===== config.mk =====
export PLATFORM = sky130hd
export DESIGN_NAME = apb_master_bridge
export DESIGN_NICKNAME = d
export VERILOG_FILES = /design/src/rtl/apb_master_bridge.sv
export SDC_FILE = /design/constraint.sdc
export NUM_CORES = 1
export LEC_CHECK = 0
export ABC_AREA = 0
export CAP_MARGIN = 20
export CORE_AREA = 2 2 92 130
export CTS_CLUSTER_DIAMETER = 60
export CTS_CLUSTER_SIZE = 14
export DETAILED_ROUTE_END_ITERATION = 12
export DIE_AREA = 0 0 94 132
export GPL_ROUTABILITY_DRIVEN = 0
export PLACE_DENSITY = 0.79
export SETUP_SLACK_MARGIN = 0.15
export SYNTH_ARGS = -nofsm -noshare
export SYNTH_HDL_FRONTEND = slang
export SYNTH_SLANG_ARGS = --single-unit

===== constraint.sdc =====
create_clock -name pclk_i -period 4.4 [get_ports pclk_i]
set_clock_uncertainty 0.15 [all_clocks]
set_input_delay 0.66 -clock pclk_i [delete_from_list [all_inputs] [get_ports pclk_i]]
set_output_delay 0.66 -clock pclk_i [all_outputs]
set_load 0.05 [all_outputs]

===== src/rtl/apb_master_bridge.sv =====
// Single-outstanding command-to-APB bridge: one command in, one APB transfer out,
// one response back. Misaligned commands and unresponsive completers yield error responses.
module apb_master_bridge #(
  parameter int unsigned TIMEOUT_CYCLES = 16
) (
  input  logic        pclk_i,
  input  logic        rst_i,
  input  logic        cmd_valid_i,
  output logic        cmd_ready_o,
  input  logic        cmd_write_i,
  input  logic [31:0] cmd_addr_i,
  input  logic [31:0] cmd_wdata_i,
  output logic        psel_o,
  output logic        penable_o,
  output logic        pwrite_o,
  output logic [31:0] paddr_o,
  output logic [31:0] pwdata_o,
  input  logic [31:0] prdata_i,
  input  logic        pready_i,
  input  logic        pslverr_i,
  output logic        rsp_valid_o,
  input  logic        rsp_ready_i,
  output logic [31:0] rsp_rdata_o,
  output logic        rsp_err_o,
  output logic        rsp_timeout_o
);

  typedef enum logic [1:0] {IDLE, SETUP, ACCESS, RESP} state_e;

  localparam int CW = 8;
  localparam logic [CW-1:0] TIMEOUT_LAST = CW'(TIMEOUT_CYCLES);

  state_e        state_q, state_d;
  logic [CW-1:0] cnt_q, cnt_d;
  logic          write_q, write_d;
  logic [31:0]   addr_q, addr_d;
  logic [31:0]   wdata_q, wdata_d;
  logic [31:0]   rsp_rdata_q, rsp_rdata_d;
  logic          rsp_err_q, rsp_err_d;
  logic          rsp_timeout_q, rsp_timeout_d;

  always_comb begin
    // NOTE: every signal gets a hold-value default before the case so no path leaves one unassigned (no latches).
    state_d       = state_q;
    cnt_d         = cnt_q;
    write_d       = write_q;
    addr_d        = addr_q;
    wdata_d       = wdata_q;
    rsp_rdata_d   = rsp_rdata_q;
    rsp_err_d     = rsp_err_q;
    rsp_timeout_d = rsp_timeout_q;

    unique case (state_q)
      IDLE: begin
        if (cmd_valid_i) begin
          write_d = cmd_write_i;
          addr_d  = cmd_addr_i;
          wdata_d = cmd_wdata_i;
          cnt_d   = '0;
          if (cmd_addr_i[1:0] != 2'b00) begin
            // Misaligned: answer directly without touching the bus.
            state_d       = RESP;
            rsp_err_d     = 1'b1;
            rsp_timeout_d = 1'b0;
            rsp_rdata_d   = '0;
          end else begin
            state_d = SETUP;
          end
        end
      end

      SETUP: begin
        state_d = ACCESS;
        cnt_d   = CW'(1);
      end

      ACCESS: begin
        // cnt_q is the 1-based index of the current ACCESS cycle; pready wins over timeout.
        if (pready_i) begin
          state_d       = RESP;
          rsp_err_d     = pslverr_i;
          rsp_timeout_d = 1'b0;
          rsp_rdata_d   = write_q ? '0 : prdata_i;
        end else if (cnt_q == TIMEOUT_LAST) begin
          state_d       = RESP;
          rsp_err_d     = 1'b1;
          rsp_timeout_d = 1'b1;
          rsp_rdata_d   = '0;
        end else begin
          cnt_d = cnt_q + CW'(1);
        end
      end

      RESP: begin
        if (rsp_ready_i) state_d = IDLE;
      end

      default: state_d = IDLE;
    endcase
  end

  // NOTE: sequential state uses non-blocking assignments so all flops update from pre-edge values.
  always_ff @(posedge pclk_i or posedge rst_i) begin
    if (rst_i) begin
      state_q       <= IDLE;
      cnt_q         <= '0;
      write_q       <= 1'b0;
      addr_q        <= '0;
      wdata_q       <= '0;
      rsp_rdata_q   <= '0;
      rsp_err_q     <= 1'b0;
      rsp_timeout_q <= 1'b0;
    end else begin
      state_q       <= state_d;
      cnt_q         <= cnt_d;
      write_q       <= write_d;
      addr_q        <= addr_d;
      wdata_q       <= wdata_d;
      rsp_rdata_q   <= rsp_rdata_d;
      rsp_err_q     <= rsp_err_d;
      rsp_timeout_q <= rsp_timeout_d;
    end
  end

  assign cmd_ready_o   = (state_q == IDLE);
  assign psel_o        = (state_q == SETUP) || (state_q == ACCESS);
  assign penable_o     = (state_q == ACCESS);
  assign pwrite_o      = write_q;
  assign paddr_o       = addr_q;
  assign pwdata_o      = wdata_q;
  assign rsp_valid_o   = (state_q == RESP);
  assign rsp_rdata_o   = rsp_rdata_q;
  assign rsp_err_o     = rsp_err_q;
  assign rsp_timeout_o = rsp_timeout_q;

endmodule


==> results of run 1 <==
state kept, by name, summed over array words and instances, names as in the netlist:
| register | flops |
|---|---|
| paddr_o | 32 |
| rsp_err_o | 1 |
| rsp_rdata_o | 32 |
| rsp_timeout_o | 1 |
| cnt_q | 8 |
| state_q | 2 |
| pwdata_o | 32 |
| pwrite_o | 1 |
per-stage QoR:
stage | setup WS [ps] | area (um^2)
global route | 1380 | 7130
floorplan | 716 | 4640
CTS | 1470 | 7090
detailed placement | 1560 | 6810
global placement | 1620 | 6810
finish | 1470 | 7130
area by class of cell:
type | instances | area share (%)
clock buffer | 10 | 3.21
clock inverter | 6 | 0.650
inverter | 40 | 2.14
multi-input combinational | 193 | 23.4
sequential | 109 | 38.3
tap | 144 | 2.53
timing repair buffer | 211 | 29.8
critical path: stages (launching register included):
cell and delay, ps:
dfrtp_1 420, inv_1 130, ha_1 340, clkdlybuf4s50_1 880
power by group:
group,leakage (nW),switching (mW),internal (mW)
Sequential,1.37,0.241,1.45
Combinational,1.66,2.41,1.38
Clock,0.129,0.369,0.389
cell usage after synthesis (2+ instances only):
library cell  instances  area, um^2
o41ai_1               2        17.5
mux2i_1              36         360
a21o_1                2        15.0
nor4_1                4        25.0
a211o_1               2        17.5
nand3_1               5        25.0
nor2_1                9        33.8
nand2_1              35         131
dfrtp_1             109        2730
buf_2                 5        25.0
buf_6                 4        45.0
mux2_2               67         754
a21oi_1               2        10.0
clkbuf_1              5        18.8
nand2b_1              2        12.5
a221o_1               2        20.0
nand4_1               3        18.8
inv_1                40         150
and3_1                5        31.3
ha_1                  8         100
per-layer routing:
| layer | vias up | track usage [%] |
|---|---|---|
| li1 | 1616 | - |
| met1 | 1703 | 20.7 |
| met2 | 119 | 36.2 |
| met3 | 29 | 4.86 |
| met4 | 0 | 9.18 |
| met5 | - | 0 |
worst min path at each step:
| stage | from | endpoint | slack, ps | cells past startpoint |
|---|---|---|---|---|
| 3_5_place_dp | pwdata_o[16] | pwdata_o[16] | 340 | 1 |
| 5_1_grt | paddr_o[18] | paddr_o[18] | 370 | 1 |
| 6_report | paddr_o[17] | paddr_o[17] | 350 | 1 |
| 2_1_floorplan | cnt_q[5] | cnt_q[5] | 380 | 1 |
| 4_1_cts | pwdata_o[16] | pwdata_o[16] | 360 | 1 |
| 3_3_place_gp | pwdata_o[14] | pwdata_o[14] | 340 | 1 |
cells by family (layout without fill, tap and decap cells):
family          Yosys count  after routing
flops                   109            109
mux                     103            103
simple gates             70             70
buf+inv                  55            267
compound gates           12             12
fa+ha+maj                 8              8
==> flow_summary.json, run 1 <==
{
  "cts_buffer_depth": 2,
  "port_buffers": 205,
  "synthesis.area_mm2": 0.00464,
  "synth.distinct_cells": 30,
  "start_util_pct": 41.3,
  "grt_use_total_pct": 19.8,
  "cts.repair.resized": 0,
  "synth-compound-area-share_pct": 2.05,
  "ys_seq_area_share_pct": 58.8,
  "first_iter_violations": 79,
  "critPathLaunchType": "flip-flop",
  "crit_type": "reg -> out",
  "die-area_mm2": 0.0124,
  "setup_violations": 0,
  "cp-startpoint": "state_q[0]",
  "avgSynthCellArea_um2": 13.0,
  "yosysWarnings": 0,
  "peakVddDrop_uv": 527,
  "cp_data_arrival_time_ps": 2120,
  "whs_ps": 355,
  "fillers": 892,
  "grt_antenna_before_repair": 0,
  "grt_max_degree": 86,
  "worstMarginPinSlew_ps": 741,
  "p_leak_nw": 3.16,
  "cp.required_ps": 3590,
  "io_pins": 206,
  "fin_util_pct": 63.5,
  "avgRoutedWirePerCell_um": 17.0,
  "rr_startpoint": "state_q[0]",
  "synth_xor_area_share_pct": 0,
  "cts_root_buffer": "clkbuf_16",
  "wl_met2_mm": 6.63,
  "synthSimpleGateAreaFrac_pct": 7.63,
  "dp_hpwl_mm": 9.03,
  "status": "finished, final reports clean",
  "rsz0062_at_grt": "no",
  "synth_nets": 468,
  "grt_pass1_vias": 3714,
  "layout_commonest_cell": "clkdlybuf4s50_1",
  "powerDensity_mw_per_mm2": 876,
  "final_cell_mix": "205 x clkdlybuf4s50_1, 109 x dfrtp_1, 67 x mux2_2, 39 x inv_1, 36 x mux2i_1",
  "cts_tree": "yes",
  "seqCellArea_mm2": 0.00273,
  "multi_input_area_mm2": 0.00167,
  "drive_above_1_share_pct": 16.3,
  "max_slew_margin_pct": 50.4,
  "clk_pin_slew_ps": 70,
  "core-area_mm2": 0.0112,
  "met3_length_um": 697,
  "postRouteAntennaNets": 0,
  "finalCritPeriodShare_pct": 66.5,
  "synth_cells": 357,
  "clock_latency_ps": 340,
  "maxSlewViolCount": 0,
  "wl_met1_mm": 4.31,
  "rows": 46,
  "cp-end-kind": "output pin",
  "areaGrowthSynthToFinish_pct": 53.6,
  "stdcell_count": 713,
  "min_path_type": "reg -> reg",
  "hold_violations": 0,
  "vias": 3467,
  "setup_tns_ps": 0,
  "top_layer": "met4",
  "final_nets": 675,
  "first_pass_iters": 4,
  "cts_hold_buf": 0,
  "grt_first_pass_wirelength_mm": 18.9,
  "period_minus_slack_ps": 2930,
  "fp.dieH_um": 132,
  "synth-seq-cells": 109,
  "ys_async_sr_fraction_pct": 100,
  "r2r_end": "rsp_timeout_o",
  "crit_end": "penable_o",
  "drt_wl_total_mm": 12.1,
  "cts_buffers": 9,
  "overflow": 0,
  "place_inst": 695,
  "drc": 0,
  "synth_ff_type": "dfrtp_1",
  "synth_top_family_by_area": "multiplexers",
  "reg2reg_slack_ps": 1710,
  "vias_per_cell": 4.86,
  "ff2ff_path_depth": 6,
  "dieWidth_um": 94,
  "synth_edf_count": 0,
  "htree_num_levels": 3,
  "fmax_ghz": 0.342,
  "antenna_cells": 0,
  "crit_path_max_fanout": 8,
  "cts_num_sinks": 109,
  "yosys.area_share.adder_pct": 2.16,
  "power.total_mw": 6.24,
  "muxShareOfSynthArea_pct": 24.0,
  "cts_setup_buffers": 0,
  "maxCapViolCount": 0
}
No activity file was read; power rests on OpenSTA's default activity.
==> inputs of run 2 (changes only) <==
==> constraint.sdc (replaced) <==
create_clock -name pclk_i -period 2.9 [get_ports pclk_i]
set_clock_uncertainty 0.15 [all_clocks]
set_input_delay 0.435 -clock pclk_i [delete_from_list [all_inputs] [get_ports pclk_i]]
set_output_delay 0.435 -clock pclk_i [all_outputs]
set_load 0.05 [all_outputs]
==> run 2 against run 1 <==
Net effect:
- sequential power grew 51%
- setup slack worse by 1200 ps
- design area rose by 0.98%
- via count increased by 1.9%
- largest cell class unchanged
- non-clock buffer count fell by 1
- die area is the same
- cell count decreased by 0.14%
- critical path type unchanged
- combinational power increased by 54%
- sequential share of layout area down 0.37 points
- utilization up 0.62 points
- count of clock-buffer cells in the layout unchanged
- global-route usage up 0.16 points
==> flow_summary.json, run 2 (synthesis gave the netlist of run 1 again) <==
{
  "status": "finished, final reports clean",
  "rr_startpoint": "state_q[0]",
  "peakVddDrop_uv": 869,
  "fillers": 900,
  "max_stage_delay_ps": 850,
  "grt_pass1_vias": 3756,
  "maxSlewViolCount": 0,
  "min-delay-start": "pwdata_o[5]",
  "cpLargestDelayFamily": "buffers and inverters",
  "vias": 3532,
  "cpMaxStageDelayCell": "clkdlybuf4s50_1",
  "port_buffers": 205,
  "powerDensity_mw_per_mm2": 1340,
  "grt_antenna_before_repair": 0,
  "timing.critical_path.buf_inv": 2,
  "start_util_pct": 41.3,
  "hold_end": "pwdata_o[5]",
  "overflow": 0,
  "finalCritPeriodShare_pct": 89.6,
  "fmax_ghz": 0.385,
  "cp_data_arrival_time_ps": 2010,
  "first_pass_iters": 4,
  "drt_wl_total_mm": 12.1,
  "cp-end-kind": "output pin",
  "hold_depth": 1,
  "critPathLaunchType": "flip-flop",
  "first_iter_violations": 89,
  "die-area_mm2": 0.0124,
  "p_leak_nw": 3.21,
  "grt_first_pass_wirelength_mm": 19.0,
  "dieWidth_um": 94,
  "setup_tns_ps": 0,
  "clkPwrFrac_pct": 13.2,
  "crit_path_max_fanout": 5,
  "io_pins": 206,
  "drive_above_1_share_pct": 16.4,
  "fin_util_pct": 64.1,
  "htree_num_levels": 3,
  "r2r_end": "rsp_rdata_o[27]",
  "maxCapViolCount": 0,
  "clock_latency_ps": 340,
  "fp.dieH_um": 132,
  "cts_buffer_depth": 2,
  "core-area_mm2": 0.0112,
  "rows": 46,
  "seqPwrFrac_pct": 26.5,
  "ff2ff_path_depth": 7,
  "whs_ps": 357,
  "rsz0062_at_grt": "no",
  "cts_buffers": 9,
  "comb_power_share_pct": 60.3,
  "grt_use_total_pct": 19.9,
  "layout_commonest_cell": "clkdlybuf4s50_1",
  "pre_cts_slack_ps": 392,
  "netSwitchingPower_mw": 4.63,
  "setup_slack_ps": 301,
  "cts_hold_buf": 0,
  "final_nets": 674,
  "cts_setup_buffers": 0,
  "reg2reg_slack_ps": 390,
  "hold_violations": 0,
  "period_minus_slack_ps": 2600,
  "grt_max_degree": 110,
  "p_int_mw": 5.04,
  "clk_pin_slew_ps": 70,
  "drc": 0,
  "max_slew_margin_pct": 61.5,
  "crit_type": "reg -> out",
  "cts_tree": "yes",
  "worstMarginPinSlew_ps": 575,
  "cts.repair.resized": 0,
  "setup_violations": 0,
  "netSwitchingFraction_pct": 47.9,
  "cp.required_ps": 2320,
  "areaGrowthSynthToFinish_pct": 55.1,
  "power.total_mw": 9.67,
  "antenna_cells": 0,
  "postRouteAntennaNets": 0,
  "final_cell_mix": "203 x clkdlybuf4s50_1, 109 x dfrtp_1, 67 x mux2_2, 39 x inv_1, 36 x mux2i_1",
  "min_path_type": "reg -> reg",
  "vias_per_cell": 4.96,
  "crit_chain": "inv_1, ha_1, clkdlybuf4s50_1",
  "avgRoutedWirePerCell_um": 17.0,
  "cts_num_sinks": 109,
  "cts_root_buffer": "clkbuf_16",
  "dp_hpwl_mm": 9.13
}
==> run 2: changes by cell type in the layout (fill, tap and decap cells not counted), moves of 2 or more <==
cell,change
clkdlybuf4s50_1,-2
buf_4,-3
dlymetal6s2s_1,+2
buf_12,+4
==> run 2: stage by stage <==
step	instances	instance area (um^2)
finish	712	7200
global route	712	7200
CTS	712	7190
detailed placement	696	6870
global placement	696	6870
floorplan	357	4640
==> run 2: worst max path at each step <==
stage / startpoint / end / slack, ps / depth (start not counted)
after floorplan: state_q[0] / rsp_timeout_o / 460 / 7
after global placement: state_q[0] / rsp_timeout_o / 540 / 6
after detailed placement: state_q[0] / rsp_rdata_o[8] / 390 / 7
after CTS: state_q[1] / psel_o / 210 / 3
after global routing: state_q[1] / cmd_ready_o / 180 / 3
final: state_q[1] / cmd_ready_o / 300 / 3
==> run 2: final cells by class <==
class                   instances  area [um^2]  share of cell area [%]
well taps                     144          180                    2.50
repair buffers                210         2140                    29.8
multi-input cells             193         1670                    23.2
clock inverters                 6         81.3                    1.13
inverters                      40          154                    2.14
flip-flops and latches        109         2730                    37.9
clock buffers                  10          239                    3.32
==> run 2: routing by layer <==
layer	up-vias	share of wire (%)	GRT usage [%]
met4	0	3.8	9.34
met2	129	56	36.7
met3	32	5.2	4.06
li1	1610	-	-
met1	1761	35	21.2
met5	-	0	0
==> run 2: power groups by stage <==
stage	sequential (mW)	clock (mW)	combinational, mW
after floorplan	4.85	0	1.63
after CTS	2.56	1.32	5.89
after detailed placement	2.58	0	5.87
after global routing	2.64	1.39	6.07
final	2.56	1.28	5.83
after global placement	2.54	0	5.76
==> run 2: worst register-to-register path, cell delays in order (launching register included) <==
cell and delay [ps]:
dfrtp_1 420, inv_1 130, ha_1 330, inv_1 120, a311o_1 470, nand3_4 350
buf_12 240, mux2i_1 220
